$ cat config.mk
export PLATFORM = sky130hd
export DESIGN_NAME = block_enable_decoder_flat
export DESIGN_NICKNAME = d
export VERILOG_FILES = /design/src/rtl/block_enable_decoder_if.sv /design/src/rtl/block_enable_decoder.sv /design/src/flat_wrapper.sv
export SDC_FILE = /design/constraint.sdc
export NUM_CORES = 1
export LEC_CHECK = 0
export CAP_MARGIN = 15
export CORE_MARGIN = 5
export CORE_UTILIZATION = 51
export CTS_BUF_LIST = sky130_fd_sc_hd__clkbuf_2 sky130_fd_sc_hd__clkbuf_4 sky130_fd_sc_hd__clkbuf_8
export CTS_CLUSTER_SIZE = 8
export DETAILED_ROUTE_END_ITERATION = 8
export DONT_BUFFER_PORTS = 1
export PLACE_DENSITY = 0.73
export SLEW_MARGIN = 10
export SYNTH_ARGS = -nofsm -noshare
export SYNTH_HDL_FRONTEND = slang
export SYNTH_SLANG_ARGS = --single-unit
$ cat constraint.sdc
create_clock -name clk -period 0.8 [get_ports clk]
set_input_delay 0.12 -clock clk [delete_from_list [all_inputs] [get_ports clk]]
set_output_delay 0.12 -clock clk [all_outputs]
set_load 0.005 [all_outputs]
$ cat src/rtl/block_enable_decoder_if.sv
// Request/enable bundle between the cache FSM (master) and the block-enable decoder (slave).
`timescale 1ns/1ps
interface block_enable_decoder_if #(
   parameter int ADDR_W   = 16,
   parameter int SET_BITS = 6,
   parameter int WAYS     = 2
);
   localparam int WAY_BITS   = (WAYS > 1) ? $clog2(WAYS) : 1;
   localparam int NUM_BLOCKS = (1 << SET_BITS) * WAYS;

   logic [ADDR_W-1:0]     addr_in;
   logic [WAY_BITS-1:0]   way_in;
   logic                  req_valid;
   logic                  req_ready;
   logic                  flush_req;
   logic [NUM_BLOCKS-1:0] blk_en;
   logic                  busy;
   logic                  flush_done;

   modport master (
      output addr_in, way_in, req_valid, flush_req,
      input  req_ready, blk_en, busy, flush_done
   );

   modport slave (
      input  addr_in, way_in, req_valid, flush_req,
      output req_ready, blk_en, busy, flush_done
   );
endinterface

$ cat src/rtl/block_enable_decoder.sv
// Registered one-hot block-enable decoder for cache data/meta arrays, with an optional
// flush sweep across all blocks compiled in when BLKDEC_FLUSH_EN is defined.
`timescale 1ns/1ps
module block_enable_decoder #(
   parameter int ADDR_W      = 16,
   parameter int OFFSET_BITS = 5,
   parameter int SET_BITS    = 6,
   parameter int WAYS        = 2
) (
   input  logic                  clk,
   input  logic                  rst_n,
   block_enable_decoder_if.slave bus
);
   localparam int WAY_BITS   = (WAYS > 1) ? $clog2(WAYS) : 1;
   localparam int NUM_BLOCKS = (1 << SET_BITS) * WAYS;
   localparam int IDX_BITS   = (NUM_BLOCKS > 1) ? $clog2(NUM_BLOCKS) : 1;

   logic [SET_BITS-1:0]   w_set;
   logic [IDX_BITS-1:0]   w_idx;
   logic [NUM_BLOCKS-1:0] w_onehot;
   logic                  w_unused;

   assign w_set    = bus.addr_in[OFFSET_BITS+SET_BITS-1:OFFSET_BITS];
   assign w_unused = &{1'b0, bus.addr_in, bus.way_in, bus.flush_req};

   // WAYS is a power of two, so set*WAYS + way is a plain concatenation.
   generate
      if (WAYS > 1) begin : g_multi_way
         assign w_idx = {w_set, bus.way_in};
      end else begin : g_single_way
         assign w_idx = w_set;
      end
   endgenerate

   generate
      for (genvar gi = 0; gi < NUM_BLOCKS; gi++) begin : g_dec
         assign w_onehot[gi] = (w_idx == IDX_BITS'(gi));
      end
   endgenerate

   logic [NUM_BLOCKS-1:0] r_blk_en;

`ifdef BLKDEC_FLUSH_EN
   localparam logic [0:0] S_IDLE  = 1'b0;
   localparam logic [0:0] S_SWEEP = 1'b1;

   logic [0:0]          r_state;
   logic [IDX_BITS-1:0] r_cnt;
   logic                r_busy;
   logic                r_flush_done;
   logic                w_last;

   assign w_last        = (r_cnt == IDX_BITS'(NUM_BLOCKS - 1));
   assign bus.req_ready = (r_state == S_IDLE) && !bus.flush_req;

   // r_cnt is the index of the block currently enabled; the enable itself shifts along with it.
   always_ff @(posedge clk or negedge rst_n) begin
      if (!rst_n) begin
         r_state      <= S_IDLE;
         r_cnt        <= '0;
         r_blk_en     <= '0;
         r_busy       <= 1'b0;
         r_flush_done <= 1'b0;
      end else begin
         r_flush_done <= 1'b0;
         case (r_state)
            S_SWEEP: begin
               if (w_last) begin
                  r_state      <= S_IDLE;
                  r_cnt        <= '0;
                  r_blk_en     <= '0;
                  r_busy       <= 1'b0;
                  r_flush_done <= 1'b1;
               end else begin
                  r_cnt    <= r_cnt + 1'b1;
                  r_blk_en <= r_blk_en << 1;
               end
            end
            default: begin
               if (bus.flush_req) begin
                  r_state  <= S_SWEEP;
                  r_cnt    <= '0;
                  r_blk_en <= NUM_BLOCKS'(1);
                  r_busy   <= 1'b1;
               end else begin
                  r_state  <= S_IDLE;
                  r_blk_en <= bus.req_valid ? w_onehot : '0;
                  r_busy   <= 1'b0;
               end
            end
         endcase
      end
   end

   assign bus.busy       = r_busy;
   assign bus.flush_done = r_flush_done;
`else
   assign bus.req_ready  = 1'b1;
   assign bus.busy       = 1'b0;
   assign bus.flush_done = 1'b0;

   always_ff @(posedge clk or negedge rst_n) begin
      if (!rst_n) begin
         r_blk_en <= '0;
      end else begin
         r_blk_en <= bus.req_valid ? w_onehot : '0;
      end
   end
`endif

   assign bus.blk_en = r_blk_en;

endmodule

$ cat src/flat_wrapper.sv
// flat-port wrapper written by rule: the top's interface ports become plain ports
module block_enable_decoder_flat 
#(
   parameter int ADDR_W      = 16,
   parameter int OFFSET_BITS = 5,
   parameter int SET_BITS    = 6,
   parameter int WAYS        = 2
)
  (clk, rst_n, bus_addr_in, bus_way_in, bus_req_valid, bus_flush_req, bus_req_ready, bus_blk_en, bus_busy, bus_flush_done);
  block_enable_decoder_if #(.ADDR_W(ADDR_W), .SET_BITS(SET_BITS), .WAYS(WAYS)) bus_i ();
  input  logic clk;
  input  logic rst_n;
  input wire logic [$bits(bus_i.addr_in)-1:0] bus_addr_in;
  input wire logic [$bits(bus_i.way_in)-1:0] bus_way_in;
  input wire logic [$bits(bus_i.req_valid)-1:0] bus_req_valid;
  input wire logic [$bits(bus_i.flush_req)-1:0] bus_flush_req;
  output wire logic [$bits(bus_i.req_ready)-1:0] bus_req_ready;
  output wire logic [$bits(bus_i.blk_en)-1:0] bus_blk_en;
  output wire logic [$bits(bus_i.busy)-1:0] bus_busy;
  output wire logic [$bits(bus_i.flush_done)-1:0] bus_flush_done;
  assign bus_i.addr_in = bus_addr_in;
  assign bus_i.way_in = bus_way_in;
  assign bus_i.req_valid = bus_req_valid;
  assign bus_i.flush_req = bus_flush_req;
  assign bus_req_ready = bus_i.req_ready;
  assign bus_blk_en = bus_i.blk_en;
  assign bus_busy = bus_i.busy;
  assign bus_flush_done = bus_i.flush_done;
  block_enable_decoder #(.ADDR_W(ADDR_W), .OFFSET_BITS(OFFSET_BITS), .SET_BITS(SET_BITS), .WAYS(WAYS)) u_core (.clk(clk), .rst_n(rst_n), .bus(bus_i));
endmodule
== Word level (Yosys, flattened, before mapping) ==
Index checks and enable logic that the tools add are counted.

* Reductions and logical operators: 1
* Equality and inequality tests: 127
* Multiplexer cells: 1

{| class="wikitable"
|+ Operators with widths
! cell !! number
|-
| 7-bit equality test (second input constant) || 64
|-
| 7-bit by 6-bit equality test with 1-bit output (second input constant) || 32
|-
| 128-bit 2-to-1 mux || 1
|-
| 7-bit by 5-bit equality test with 1-bit output (second input constant) || 16
|-
| 7-bit by 4-bit equality test with 1-bit output (second input constant) || 8
|-
| 7-bit by 3-bit equality test with 1-bit output (second input constant) || 4
|-
| 7-bit by 2-bit equality test with 1-bit output (second input constant) || 2
|-
| 7-bit by 1-bit equality test with 1-bit output (second input constant) || 1
|-
| 7-bit zero test || 1
|}

* Input bits: 21
* Logic and storage cells: 130
* Flip-flop bits (word level): 128

== Longest topological paths before layout ==
Gate-level depths: netlist (run 1).

* Word-level depth: 2
* Depth in mapped cells: 5
* Depth with buffers taken out: 2

== Worst setup path after synthesis (run 1) ==
No wires, ideal clock.

* Path kind: in2reg
* Start: in bus_req_valid
* End: reg u_core.r_blk_en[12], in the netlist u_core.bus.blk_en[12]
* Required time: 729 ps
* Stages: 5
* Data arrival time: 1009 ps
* Library setup time: 71 ps
* Slack: -279 ps
* Path through: buf_6 -> or4b_1 -> buf_6 -> buf_12 -> nor2_2

* Cells in the longest elaborated chain, start to end: 1

{| class="wikitable"
|+ Ends and longest elaborated chain
! element !! RTL line !! source
|-
| start, declared || flat_wrapper.sv:15 || <nowiki>input wire logic [$bits(bus_i.req_valid)-1:0] bus_req_valid;</nowiki>
|-
| 128-bit 2-to-1 mux || block_enable_decoder.sv:106 || <nowiki>r_blk_en <= bus.req_valid ? w_onehot : '0;</nowiki>
|-
| end signal, assigned || block_enable_decoder.sv:106 ||
|-
| end, declared || block_enable_decoder.sv:41 || <nowiki>logic [NUM_BLOCKS-1:0] r_blk_en;</nowiki>
|}

Every way passes these cells.

== Worst setup path after layout (run 1) ==
* Start: reg u_core.r_blk_en[122], in the netlist u_core.bus.blk_en[122]
* End: out bus_blk_en[122]

{| class="wikitable"
|+ RTL lines
! element !! RTL line !! source
|-
| end, declared || flat_wrapper.sv:18 || <nowiki>output wire logic [$bits(bus_i.blk_en)-1:0] bus_blk_en;</nowiki>
|}

No word-level cell between the ends.

==> results of run 1 <==
-- placed cells by master (no fill, tap or decap), drive strengths merged --
cell and count:
bufinv 4, nand4 4, nand4b 13, conb 3
dfrtp 128, buf 10, clkinv 9, nor2 128
clkbuf 18, nand4bb 16, inv 1, or4b 9
or4 2, dlygate4sd3 26
-- cells by family (layout without fill, tap and decap cells) --
kind of cell | after synthesis | count (layout) | synth area share
other cells | 2 | 3 | 0.00174
flops | 128 | 128 | 0.742
simple gates | 172 | 172 | 0.217
buf+inv | 30 | 68 | 0.0394
-- through the flow --
step / TNS [ns] / hold WS, ns / total power [mW] / utilization
after global placement: -4.14 / -0.173 / 6.85 / 0.536
final: -16.24 / -0.613 / 12.7 / 0.623
after floorplan: -11.27 / -0.176 / 6.98 / -
after detailed placement: -5.16 / -0.173 / 6.85 / 0.536
after CTS: -18.55 / -0.626 / 12.8 / 0.618
after global routing: -22.26 / -0.651 / 13.1 / 0.623
-- report_power, final --
| group | internal [mW] | switching (mW) |
|---|---|---|
| registers | 6.49 | 0.0128 |
| clock network | 3.43 | 2.49 |
| logic | 0.154 | 0.140 |
| total | 10.1 | 2.64 |
-- final timing paths --
check,from,end,cells after the start
setup / recovery,u_core.bus.blk_en[122],bus_blk_en[122],0
hold / removal,rst_n,u_core.bus.blk_en[83],0
max in group asynchronous,rst_n,u_core.bus.blk_en[41],0
min in group clk,bus_addr_in[8],u_core.bus.blk_en[62],2
-- per-layer routing --
metal / vias up / GRT usage / part of all wire
met3: 15 / 0.0976 / 0.097
met4: 0 / 0.0706 / 0.015
li1: 1119 / - / -
met2: 119 / 0.329 / 0.51
met5: - / 0 / 0
met1: 1386 / 0.238 / 0.38
-- layout make-up --
class,instances,share of cell area
flip-flops and latches,128,0.626
multi-input cells,175,0.193
clock inverters,14,0.0369
well taps,105,0.0257
clock buffers,18,0.0472
repair buffers,36,0.0711
-- timing repair --
action,4_1_cts,5_1_grt
resized for setup,0,1
pin swaps,0,0
endpoints found under the hold margin,256,187
hold buffers,25,1
endpoints found under the setup margin,128,130
buffers inserted,0,3
==> run metrics, run 1 <==
outcome=finished, violations left; failing checks=hold timing, setup timing; WS Path Type=reg2out; Pre-antenna DRT Iters=4; gr ovfl total=0; initial drt markers=95; Max Root-Sink Buffers=2; main flop type after synthesis=dfrtp_1; vias per cell=5.54; Worst Path Max Fanout=1; Ports=152; GR Util All Layers=0.203; Seq. cell area=0.00320 mm^2; HPWL Detailed=6100 um; Async SR Flop Fraction=1.00; Final Hold Viols=177; HP Class=in2async; share of the synthesized area in the top cell type=0.742; crit path launch type=flip-flop; Avg Inst Size Synth=13.0 um^2; clock-pin slew on the worst setup and hold paths=0.08 ns; largest area contributor in the netlist=dfrtp_1; fillcell total=626; Final Cycle Share=1.18; Tmin final=0.942 ns; most area-consuming cells after synthesis=dfrtp_1 74%, nor2_1 10%, nand4bb_1 4.2%, nand4b_1 2.4%, or4b_1 2.1%; Sink Count=128; final setup vio count=133; number of synthesized flops with an enable pin=0; Detail Route Antenna Nets=0; leak pwr=2.32 nW; routability cong.=0.726; unrepaired setup endpoints after global routing=yes; maximum VDD drop=1.14 mV; total CTS buffers=17; Net count, final=379; diode count=0; Syn Inst Count=332; area of the multi-input gates=988 um^2; P&R area growth vs syn=18.6%; pre-CTS setup slack=-0.233 ns; max cap viols=0; Final WS setup=-0.142 ns; post-synthesis sequential area ratio=0.742; first-pass GRT wire length=15800 um; vias in the first global route=2806; port bufs=0; die height=102 um; layout cells sized above 1=0.173; area post-placement=0.00440 mm^2; Row Count=33; CTS tree=yes; Max Slew Vio Count=0; Largest register FFs=128; most common cell in the synthesized netlist=dfrtp_1; CTS root buffer=clkbuf_8; Crit path required time=0.68 ns; Final Non-Filler Cells=476; Initial Util=0.525; Die ar.=0.0104 mm^2; Routed WL=9940 um; Die Wd=102 um; Cells after DPL=415; WP data arrival=0.82 ns; post-route cell area=0.00512 mm^2; core area=0.00822 mm^2; FF+latch count, synth=128; Yosys warning total=0; initial antenna violation count=0; drt wl/cell=20.9 um; Cell variety after synth=15; Min Hold Slack=-0.613 ns; number of H-tree levels=4; largest net degree at the start of global routing=129; synthesized area=0.00432 mm^2; via count=2639; drc violations=0; Power Density=2480 mW/mm^2; Commonest cells post-synth=128 x dfrtp_1, 118 x nor2_1, 16 x nand4bb_1; endpoint class of the critical path=output pin; Max Freq=1060 MHz
(Power assumes the default switching activity.)
==> inputs of run 2 (changes only) <==
- CORE_ASPECT_RATIO: default -> 0.9
==> run 2 against run 1 <==
The run still ends with hold timing, setup timing left; worst hold slack improved by 0.0071 ns; sequential power about the same; largest cell class unchanged; non-clock buffer count rose by 10; highest routed layer unchanged; clock-buffer cell count up 1; flip-flop and latch count stayed put.
==> run metrics, run 2 (synthesis gave the netlist of run 1 again) <==
outcome=finished, violations left; failing checks=hold timing, setup timing; Row Count=31; unrepaired setup endpoints after global routing=yes; final setup vio count=128; port bufs=0; layout cells sized above 1=0.186; pre-CTS setup slack=-0.233 ns; Sink Count=128; gr ovfl total=0; initial antenna violation count=0; Final Cycle Share=1.17; Initial Util=0.530; CTS tree=yes; GR Util All Layers=0.194; Routed WL=9960 um; diode count=0; drc violations=0; vias in the first global route=2732; HPWL Detailed=5910 um; via count=2677; post-route cell area=0.00531 mm^2; Detail Route Antenna Nets=0; most frequent cells in the layout=128 x dfrtp_1, 118 x nor2_1, 28 x dlygate4sd3_1; WL met3=891 um; number of H-tree levels=4; Net count, final=389; M1 WL=4000 um; Max Freq=1070 MHz; initial drt markers=111; WS Path Type=reg2out; Crit path required time=0.68 ns; die height=97.3 um; endpoint class of the critical path=output pin; Power Density=2540 mW/mm^2; HP Class=in2async; Pre-antenna DRT Iters=4; maximum VDD drop=1.06 mV; routability cong.=0.720; total power=13.5 mW; first-pass GRT wire length=15200 um; Max Root-Sink Buffers=2; core area=0.00815 mm^2; most common cell after layout, fill and taps aside=dfrtp_1; Min Hold Slack=-0.605 ns; clock-pin slew on the worst setup and hold paths=0.07 ns; Worst Path Max Fanout=1; met2 WL=4820 um; Tmin final=0.936 ns; crit path launch type=flip-flop; max cap viols=0; largest net degree at the start of global routing=129; vias per cell=5.58; Ports=152; Max Slew Vio Count=0; WP data arrival=0.82 ns; Largest register FFs=128; fillcell total=596; CP Depth=0; CTS root buffer=clkbuf_8; area post-placement=0.00439 mm^2; setup TNS=-15.45 ns; P&R area growth vs syn=23.0%; drt wl/cell=20.7 um; Final WS setup=-0.136 ns; Final Hold Viols=174; highest layer used for signal routing=met4; Die Wd=107 um; leak pwr=2.43 nW; total CTS buffers=17; Die ar.=0.0104 mm^2
## run 2: what timing repair did
action	4_1_cts	5_1_grt
endpoints found under the setup margin	128	130
buffers inserted	0	7
resized for setup	0	6
hold buffers	30	1
gates cloned	0	2
endpoints found under the hold margin	256	177
## run 2: metal layers
metal | vias up | track usage
met4 | 0 | 0.0875
met1 | 1378 | 0.236
li1 | 1149 | -
met5 | - | 0
met2 | 128 | 0.301
met3 | 22 | 0.0850
## run 2: where the power goes
part,total (mW),switching [mW],internal (mW)
Clock,6.64,2.43,4.21
Combinational,0.322,0.142,0.180
Sequential,6.50,0.0126,6.49
Total,13.5,2.58,10.9
## run 2: worst max-delay path by stage
stage                                from                    end  slack, ns
floorplan                   bus_req_valid  u_core.bus.blk_en[17]      -0.27
CTS                 u_core.bus.blk_en[76]         bus_blk_en[76]      -0.17
finish              u_core.bus.blk_en[39]         bus_blk_en[39]      -0.14
detailed placement        bus_addr_in[10]   u_core.bus.blk_en[9]      -0.23
global route        u_core.bus.blk_en[45]         bus_blk_en[45]      -0.19
global placement          bus_addr_in[10]   u_core.bus.blk_en[9]      -0.20
## run 2: layout make-up
class,count,area (um^2),area share
sequential,128,3200,0.603
multi-input combinational,175,1010,0.191
timing repair buffer,46,473,0.0891
clock buffer,19,262,0.0493
clock inverter,13,233,0.0438
tap,99,124,0.0233
## run 2: through the flow
step,cells,utilization
final,480,0.652
after global routing,480,0.652
after CTS,471,0.637
after detailed placement,409,0.539
after global placement,409,0.539
after floorplan,333,-
==> inputs of run 3 (changes only) <==
- CORE_UTILIZATION: 51 -> 50
- DONT_BUFFER_PORTS: 1 -> default
- PLACE_DENSITY: 0.73 -> 0.95
==> run 3 against run 2 <==
The run ends with setup timing left; setup slack worse by 0.13 ns; worst hold slack better by 0.71 ns; non-clock buffer count is 131 higher; critical path type unchanged; largest cell class unchanged.
==> run metrics, run 3 (synthesis gave the netlist of run 1 again) <==
die height=98.1 um; clock share of power=0.454; leak pwr=3.23 nW; P&R area growth vs syn=41.2%; Tmin final=1.07 ns; Row Count=32; crit-path max cell delay=0.39 ns; gr ovfl total=0; CP Cell Sequence=buf_2; Routed WL=12000 um; CTS tree=yes; most frequent cells in the layout=133 x buf_2, 128 x dfrtp_1, 101 x nor2_1; Sink Count=128; first-pass GRT wire length=19100 um; initial antenna violation count=0; HPWL Detailed=7670 um; final setup vio count=129; Sw Pwr=3.00 mW; Max Slew Vio Count=0; via count=3216; setup TNS=-29.10 ns; failing checks=setup timing; Cells after DPL=588; Seq pwr share=0.487; Switching Share=0.225; Final WS setup=-0.265 ns; number of H-tree levels=4; drc violations=0; most common cell after layout, fill and taps aside=buf_2; Pre-antenna DRT Iters=4; Power Density=2190 mW/mm^2; maximum VDD drop=1.22 mV; Int Pwr=10.3 mW; core area=0.00849 mm^2; routability cong.=0.752; max cap viols=0; CP top delay family=flip-flops; Max Root-Sink Buffers=2; CTS root buffer=clkbuf_8; Worst Path Max Fanout=1; clock-pin slew on the worst setup and hold paths=0.08 ns; total CTS buffers=17; fillcell total=603; largest net degree at the start of global routing=51; HP Class=in2async; Net count, final=521; part of the power in combinational logic=0.059; Ports=152; Initial Util=0.509; Max Freq=939 MHz; Final Hold Viols=0; layout cells sized above 1=0.489; GR Util All Layers=0.240; initial drt markers=124; WS Path Type=reg2out; crit path launch type=flip-flop; Detail Route Antenna Nets=0; WP data arrival=0.95 ns; Slowest cell on crit path=dfrtp_1; outcome=finished, violations left; diode count=0; vias in the first global route=3458; Final Non-Filler Cells=632; unrepaired setup endpoints after global routing=yes; Largest register FFs=128; endpoint class of the critical path=output pin; Final Cycle Share=1.33; WP buf/inv=1; Die ar.=0.0106 mm^2; port bufs=137; Die Wd=108 um; Crit path required time=0.68 ns; drt wl/cell=19.0 um; vias per cell=5.09
[run 3: cell types whose count changed in the layout (fill, tap and decap cells not counted), moves of 3 or more]
| cell | previous run | this run |
|---|---|---|
| buf_6 | 0 | 8 |
| buf_2 | 1 | 133 |
| nor2_1 | 118 | 101 |
| dlygate4sd3_1 | 28 | 1 |
| nor2_2 | 10 | 22 |
| buf_12 | 2 | 9 |
| buf_4 | 11 | 20 |
| nor2_4 | 0 | 5 |
| clkbuf_2 | 0 | 3 |
[run 3: cell type report]
cell class	instances	area, um^2	area share
tap	119	149	0.0244
multi-input combinational	176	1120	0.184
timing repair buffer	177	1180	0.194
sequential	128	3200	0.526
clock inverter	13	185	0.0304
clock buffer	19	255	0.0419
[run 3: path summary, 6_finish.rpt]
kind / from / endpoint / slack, ns / cells past startpoint
max in group asynchronous: rst_n / u_core.bus.blk_en[35] / 0.15 / 3
worst max-delay path: u_core.bus.blk_en[40] / bus_blk_en[40] / -0.27 / 1
worst min-delay path: rst_n / u_core.bus.blk_en[84] / 0.11 / 2
min in group clk: bus_way_in / u_core.bus.blk_en[2] / 0.11 / 3
[run 3: what timing repair did]
action / 4_1_cts / 5_1_grt
pin swaps: 7 / 4
setup endpoints to repair: 256 / 171
hold buffers: 1 / 0
resized for setup: 561 / 18
hold endpoints to repair: 128 / 0
cloned: 5 / 0
buffers inserted: 6 / 0
[run 3: through the flow]
step	setup slack (ns)	utilization	power [mW]	hold WS, ns	instance area [um^2]
after detailed placement	-0.728	0.712	7.30	-0.00194	6040
final	-0.265	0.718	13.3	0.105	6090
after global placement	-0.700	0.712	7.27	-0.00859	6040
after CTS	-0.294	0.714	13.4	0.0982	6060
after global routing	-0.312	0.718	13.8	0.0902	6090
after floorplan	-0.272	-	6.98	-0.176	4520
[run 3: power by group through the flow]
stage               Combinational [mW]  Clock, mW  Sequential (mW)
floorplan                        0.353          0             6.62
CTS                              0.771       6.14             6.49
global route                     0.856       6.41             6.49
finish                           0.790       6.05             6.49
global placement                 0.654          0             6.62
detailed placement               0.681          0             6.62
[run 3: layer usage]
layer / part of all wire / GRT usage / vias up / wire (um)
li1: - / - / 1414 / -
met1: 0.38 / 0.290 / 1647 / 4620
met2: 0.53 / 0.415 / 137 / 6390
met3: 0.066 / 0.0668 / 18 / 795
met4: 0.017 / 0.0786 / 0 / 207
met5: 0 / 0 / - / 0
==> edit 1 (config.mk and constraints of run 1) <==
`WAYS` is set to 2 in 3 places; all go to 4.
--- a/src/rtl/block_enable_decoder_if.sv
+++ b/src/rtl/block_enable_decoder_if.sv
@@ -3,7 +3,7 @@
 interface block_enable_decoder_if #(
    parameter int ADDR_W   = 16,
    parameter int SET_BITS = 6,
-   parameter int WAYS     = 2
+   parameter int WAYS     = 4
 );
    localparam int WAY_BITS   = (WAYS > 1) ? $clog2(WAYS) : 1;
    localparam int NUM_BLOCKS = (1 << SET_BITS) * WAYS;
--- a/src/rtl/block_enable_decoder.sv
+++ b/src/rtl/block_enable_decoder.sv
@@ -5,7 +5,7 @@
    parameter int ADDR_W      = 16,
    parameter int OFFSET_BITS = 5,
    parameter int SET_BITS    = 6,
-   parameter int WAYS        = 2
+   parameter int WAYS        = 4
 ) (
    input  logic                  clk,
    input  logic                  rst_n,
--- a/src/flat_wrapper.sv
+++ b/src/flat_wrapper.sv
@@ -4,7 +4,7 @@
    parameter int ADDR_W      = 16,
    parameter int OFFSET_BITS = 5,
    parameter int SET_BITS    = 6,
-   parameter int WAYS        = 2
+   parameter int WAYS        = 4
 )
   (clk, rst_n, bus_addr_in, bus_way_in, bus_req_valid, bus_flush_req, bus_req_ready, bus_blk_en, bus_busy, bus_flush_done);
   block_enable_decoder_if #(.ADDR_W(ADDR_W), .SET_BITS(SET_BITS), .WAYS(WAYS)) bus_i ();
Interface: changed (resized bus_blk_en and bus_way_in); port bits go from 152 to 281. No check against the original RTL was run, so the function may have changed too.
==> edit 1 against run 1 <==
The flow still finishes with violations (negative hold slack, negative setup slack); power grew 91%; combinational power grew to 4.0 times the old value; synthesized cell count grew 89%; core utilization grew 4.6 points; sequential share of layout area shrank 4.6 points; via count grew 93%; critical path depth is the same; clock power grew 71%; worst setup slack lost 0.11 ns; synthesized area grew 98%; wire length grew 120%; design area grew 120%; sequential cell count grew 128; critical path type unchanged; highest routed layer unchanged.
==> edit 1: results (changes against run 1) <==
----------------------------------------------------
[Finish]
  Filler instances ... 1,118 (+79%)
  Largest register FFs ... 256 (+100%)
  Final layout net count ... 676 (+78%)
  Share of post-route cells with drive strength above 1 ... 0.5335 (+0.3610)

[Setup path]
  Signal arrival time at the worst endpoint ... 0.93 ns (+0.11 ns)

[STA]
  Final setup violating endpoints ... 257 (+93%)
  Hold Violations, Final ... 339 (+92%)
  Setup slack of the critical path after layout ... -0.2479 ns (-0.1060 ns)
  Worst hold slack across all endpoints ... -0.7021 ns (-0.08956 ns)
  Total negative setup slack ... -56.17 ns (-39.93 ns)

[Clock network]
  Maximum clock insertion buffer count ... 3 (+1)
  TritonCTS Buffers ... 40 (+23)
  Number of H-tree branching levels ... 2 (-2)

[Routing]
  Routed via count ... 5,087 (+93%)
  Drt total wl ... 22,260 µm (+120%)
  Average vias per placed instance ... 5.709 (+3.0%)
  Detailed Route Iter0 Violations ... 262 (+180%)

[Synthesis]
  Synth top area cells ... dfrtp_1, nor3_1, nor3_2
  Cells after Synth ... 628 (+89%)
  Yosys cell types ... 21 (+6)
  Most frequent cells after synthesis ... dfrtp_1, nor3_1, nor3_2

[Place]
  Post-Place Cell Area ... 10,050 µm² (+130%)
  Cell total after placement ... 811 (+95%)
  Routability-driven placement congestion ratio ... 0.7628 (+5.1%)
  Detailed-placement wirelength estimate ... 14,010 µm (+130%)

[Run status]
  Violated checks ... negative hold slack, negative setup slack
  Run status ... finished, violations left

[Pwr]
  Reported leakage power ... 0.004602 µW (+98%)
  Worst vdd rail ir drop ... 1.663 mV (+46%)

[Global routing]
  Number of global-route vias before repair ... 5,425 (+93%)
  Largest net degree at the start of global routing ... 257 (+99%)
  Wire length of the first global-routing pass ... 34,930 µm (+120%)
  Overall track demand over capacity in global routing ... 0.2296 (+0.02649)

----------------------------------------------------
edit 1: cell count changes after synthesis, moves of 11 or more:
cell / change
nor2_1: -118
clkbuf_1: +27
nor3_1: +216
dfrtp_1: +128
buf_2: +11
buf_1: +13
nor3_2: +40
edit 1: per-layer routing:
layer / vias up / global-route usage / wire length [µm]
met4: 0 / 0.07955 / 544
met1: 2678 / 0.2975 / 8666
met3: 39 / 0.07719 / 1667
met5: - / 0 / 0
li1: 2166 / - / -
met2: 204 / 0.3677 / 11380
edit 1: final cells by class:
class,count,area (µm²),share of cell area
multi-input combinational,287,2784,0.2518
clock inverter,1,5.005,0.0004527
clock buffer,58,716.9,0.06486
tap,220,275.3,0.02490
timing repair buffer,69,867.1,0.07844
sequential,256,6406,0.5795
edit 1: logic make-up after synthesis:
logic type / Yosys count / synth area share
buffers and inverters: 86 / 0.04898
DFF: 256 / 0.7485
other: 2 / 0.0008775
and+or+nand+nor: 284 / 0.2016
edit 1: final timing paths:
check / from / end / slack [ns]
min in group clk: bus_addr_in[7] / u_core.bus.blk_en[230] / -0.05
worst max-delay path: u_core.bus.blk_en[16] / bus_blk_en[16] / -0.25
max in group asynchronous: rst_n / u_core.bus.blk_en[41] / 1.13
worst min-delay path: rst_n / u_core.bus.blk_en[74] / -0.70
edit 1: power breakdown:
| group | internal (µW) | leakage, µW | switching, µW |
|---|---|---|---|
| registers | 13000 | 0.00358 | 15.7 |
| clock network | 5640 | 0.000387 | 4500 |
| logic | 375 | 0.000638 | 819 |
edit 1: timing repair:
item,4_1_cts,5_1_grt
hold buffers,18,3
endpoints found under the hold margin,427,374
resized for setup,0,13
pin swaps,0,1
setup endpoints to repair,256,353
buffers inserted,0,0
gates cloned,0,1
==> edit 2 (flow settings as in run 1) <==
Made on the original files. Add a define of `BLKDEC_FLUSH_EN`.
--- a/src/rtl/block_enable_decoder.sv
+++ b/src/rtl/block_enable_decoder.sv
@@ -1,6 +1,8 @@
 // Registered one-hot block-enable decoder for cache data/meta arrays, with an optional
 // flush sweep across all blocks compiled in when BLKDEC_FLUSH_EN is defined.
 `timescale 1ns/1ps
+`define BLKDEC_FLUSH_EN
+
 module block_enable_decoder #(
    parameter int ADDR_W      = 16,
    parameter int OFFSET_BITS = 5,
Formal check against the unedited RTL: not equivalent (Yosys sat finds a counterexample within 4 cycles, from zero or initial values and one cycle with rst_n low).
==> edit 2 against run 1 <==
The run still ends with negative hold slack, negative setup slack left; synthesized area grew 24%; sequential share of layout area shrank 22 points; via count increased by 75%; worst setup slack got worse by 0.65 ns; sequential cell count rose by 10; critical path depth grew 6; wire length increased by 110%; design area grew 68%.
Power is not compared: it rests on default switching activity, and its combinational part moved more than twofold at a synthesized area within 25%.
==> edit 2: results (changes against run 1) <==
----------------------------------------------------
[Synthesis]
  Most frequent cells after synthesis ... dfrtp_1, a22o_1, o2bb2ai_1
  Syn nets ... 411
  Post-synthesis sequential area ratio ... 0.6447 (-0.09732)
  Share of flip-flops with an asynchronous set or reset after synthesis ... 1.000 (unchanged)
  Number of warnings printed during yosys synthesis ... 0 (unchanged)
  Synth top area cells ... dfrtp_1, a22o_1, o2bb2ai_1
  Yosys cell types ... 40 (+25)
  Main flop type after synthesis ... dfrtp_1

[Global routing]
  Initial antenna violation count ... 0 (unchanged)
  Met3 track utilization from global routing ... 0.08571 (-0.01190)
  Overall track demand over capacity in global routing ... 0.2608 (+0.05769)
  Met1 Use GR ... 0.3430 (+0.1051)
  Wire length of the first global-routing pass ... 25,300 µm (+61%)
  Routing usage on met2 ... 0.4096 (+0.08028)
  Number of global-route vias before repair ... 4,241 (+51%)
  Largest net degree at the start of global routing ... 139 (+7.8%)

[Setup path]
  Cell at the slowest stage of the critical path ... dfrtp_1
  Reg2Reg Depth ... 6
  Reg-to-reg critical path endpoint ... u_core.bus.blk_en[100]
  Signal arrival time at the worst endpoint ... 1.98 ns (+1.16 ns)
  Peak fanout along the critical path ... 7 (+6)
  Highest cell delay on the worst timing path ... 0.41 ns
  Critical path class ... reg -> reg
  Family with the most delay on the worst path ... buffers and inverters
  Start point of the critical path ... u_core.r_state

[Place]
  Routability-driven placement congestion ratio ... 0.8402 (+16%)
  Detailed-placement wirelength estimate ... 10,370 µm (+70%)
  Number of buffers inserted by port buffering ... 0 (unchanged)

[Clock network]
  Hold-fix buffers, CTS ... 6 (-76%)
  Maximum clock insertion buffer count ... 2 (unchanged)
  Clock latency on the worst-skew pair ... 0.47 ns
  TritonCTS Buffers ... 17 (unchanged)
  Root buffer cell ... clkbuf_8
  Number of H-tree branching levels ... 4 (unchanged)
  Register clock-pin slew on the reported worst setup and hold paths ... 0.08 ns (about the same)

[Pwr]
  Reported leakage power ... 0.003958 µW
  Worst vdd rail ir drop ... 1.438 mV

[Hold path]
  Worst hold path class ... in -> async

[STA]
  Total negative setup slack ... -128.02 ns (-111.78 ns)
  Setup Skew ... 0.01529 ns
  Hold Violations, Final ... 164 (-7.3%)
  Worst hold slack across all endpoints ... -0.6443 ns (-0.03173 ns)
  Final setup violating endpoints ... 269 (+100%)
  Setup slack of the critical path after layout ... -0.7893 ns (-0.6474 ns)
  Slew at the pin with the worst max-slew slack ... 0.9323 ns

[Finish]
  Largest register FFs ... 128 (unchanged)
  Filler instances ... 465 (-26%)
  Share of post-route cells with drive strength above 1 ... 0.5610 (+0.3885)
  Final layout net count ... 583 (+54%)
  Diodes inserted ... 0 (unchanged)

[Run status]
  Violated checks ... negative hold slack, negative setup slack
  Run status ... finished, violations left

[Routing]
  Drt total wl ... 20,490 µm (+110%)
  Average vias per placed instance ... 6.494 (+17%)
  Length of the first detailed-routing pass in iterations ... 5 (+1)
  Detailed Route Iter0 Violations ... 551 (+480%)

----------------------------------------------------
## edit 2: cell count changes after synthesis, moves of 6 or more
cell       change
nand2_1       +20
clkbuf_1      +11
nor2_2        -10
o2bb2ai_1     +63
nor2_1       -112
dfrtp_1       +10
nand4bb_1     -16
nand4b_1      -10
or4b_1         -9
a22o_1        +65
buf_2          -6
## edit 2: layout make-up
class	instances	area share
Clock buffer	17	0.02716
Clock inverter	15	0.02571
Inverter	4	0.002324
Multi-Input combinational cell	216	0.2962
Sequential cell	138	0.4017
Tap cell	136	0.01976
Timing Repair Buffer	184	0.2272
## edit 2: how the worst min path moves through the flow
stage,from,endpoint,slack [ns],cells past startpoint
after global placement,rst_n,u_core.r_cnt[1],-0.17,0
after detailed placement,rst_n,u_core.r_cnt[2],-0.17,0
after floorplan,rst_n,u_core.bus.blk_en[0],-0.18,0
after CTS,rst_n,u_core.bus.blk_en[64],-0.67,0
after global routing,rst_n,u_core.bus.blk_en[98],-0.67,0
final,rst_n,u_core.r_cnt[6],-0.64,0
## edit 2: per-stage QoR
stage | worst slack, ns | std cells | area [µm²]
2_1_floorplan | -0.7300 | 389 | 5673
3_3_place_gp | -0.7390 | 598 | 6417
3_5_place_dp | -0.7889 | 598 | 6417
4_1_cts | -0.6987 | 671 | 7671
5_1_grt | -0.8287 | 710 | 8613
6_report | -0.7893 | 710 | 8613
## edit 2: what timing repair did
item | in CTS | in global routing
endpoints found under the setup margin | 268 | 269
resized for setup | 106 | 100
endpoints found under the hold margin | 185 | 162
pin swaps | 24 | 52
cloned | 4 | 11
setup buffers | 31 | 30
## edit 2: routing by layer
layer  up-vias  part of all wire
met2       287              0.49
met1      2409              0.37
met4         0             0.039
met3        63             0.096
met5         -                 0
li1       1852                 -
## edit 2: cells by family after synthesis
kind of cell / synth area share
compound gates: 0.2261
fa+ha+maj: 0.002336
simple gates: 0.09577
flops: 0.6447
xor+xnor: 0.001635
buf+inv: 0.02943
## edit 2: power breakdown
group / total (µW) / internal (µW) / switching, µW
clock: 6630 / 3720 / 2910
sequential: 7550 / 7270 / 284
combinational: 2490 / 1320 / 1170
total: 16700 / 12300 / 4360
## edit 2: worst register-to-register path, delay by kind of cell (launching register included)
kind	cells	cell delay, ns
buffers and inverters	3	0.47
AND/OR/NAND/NOR	2	0.46
flip-flops	1	0.41
AO/OA/AOI/OAI	1	0.17
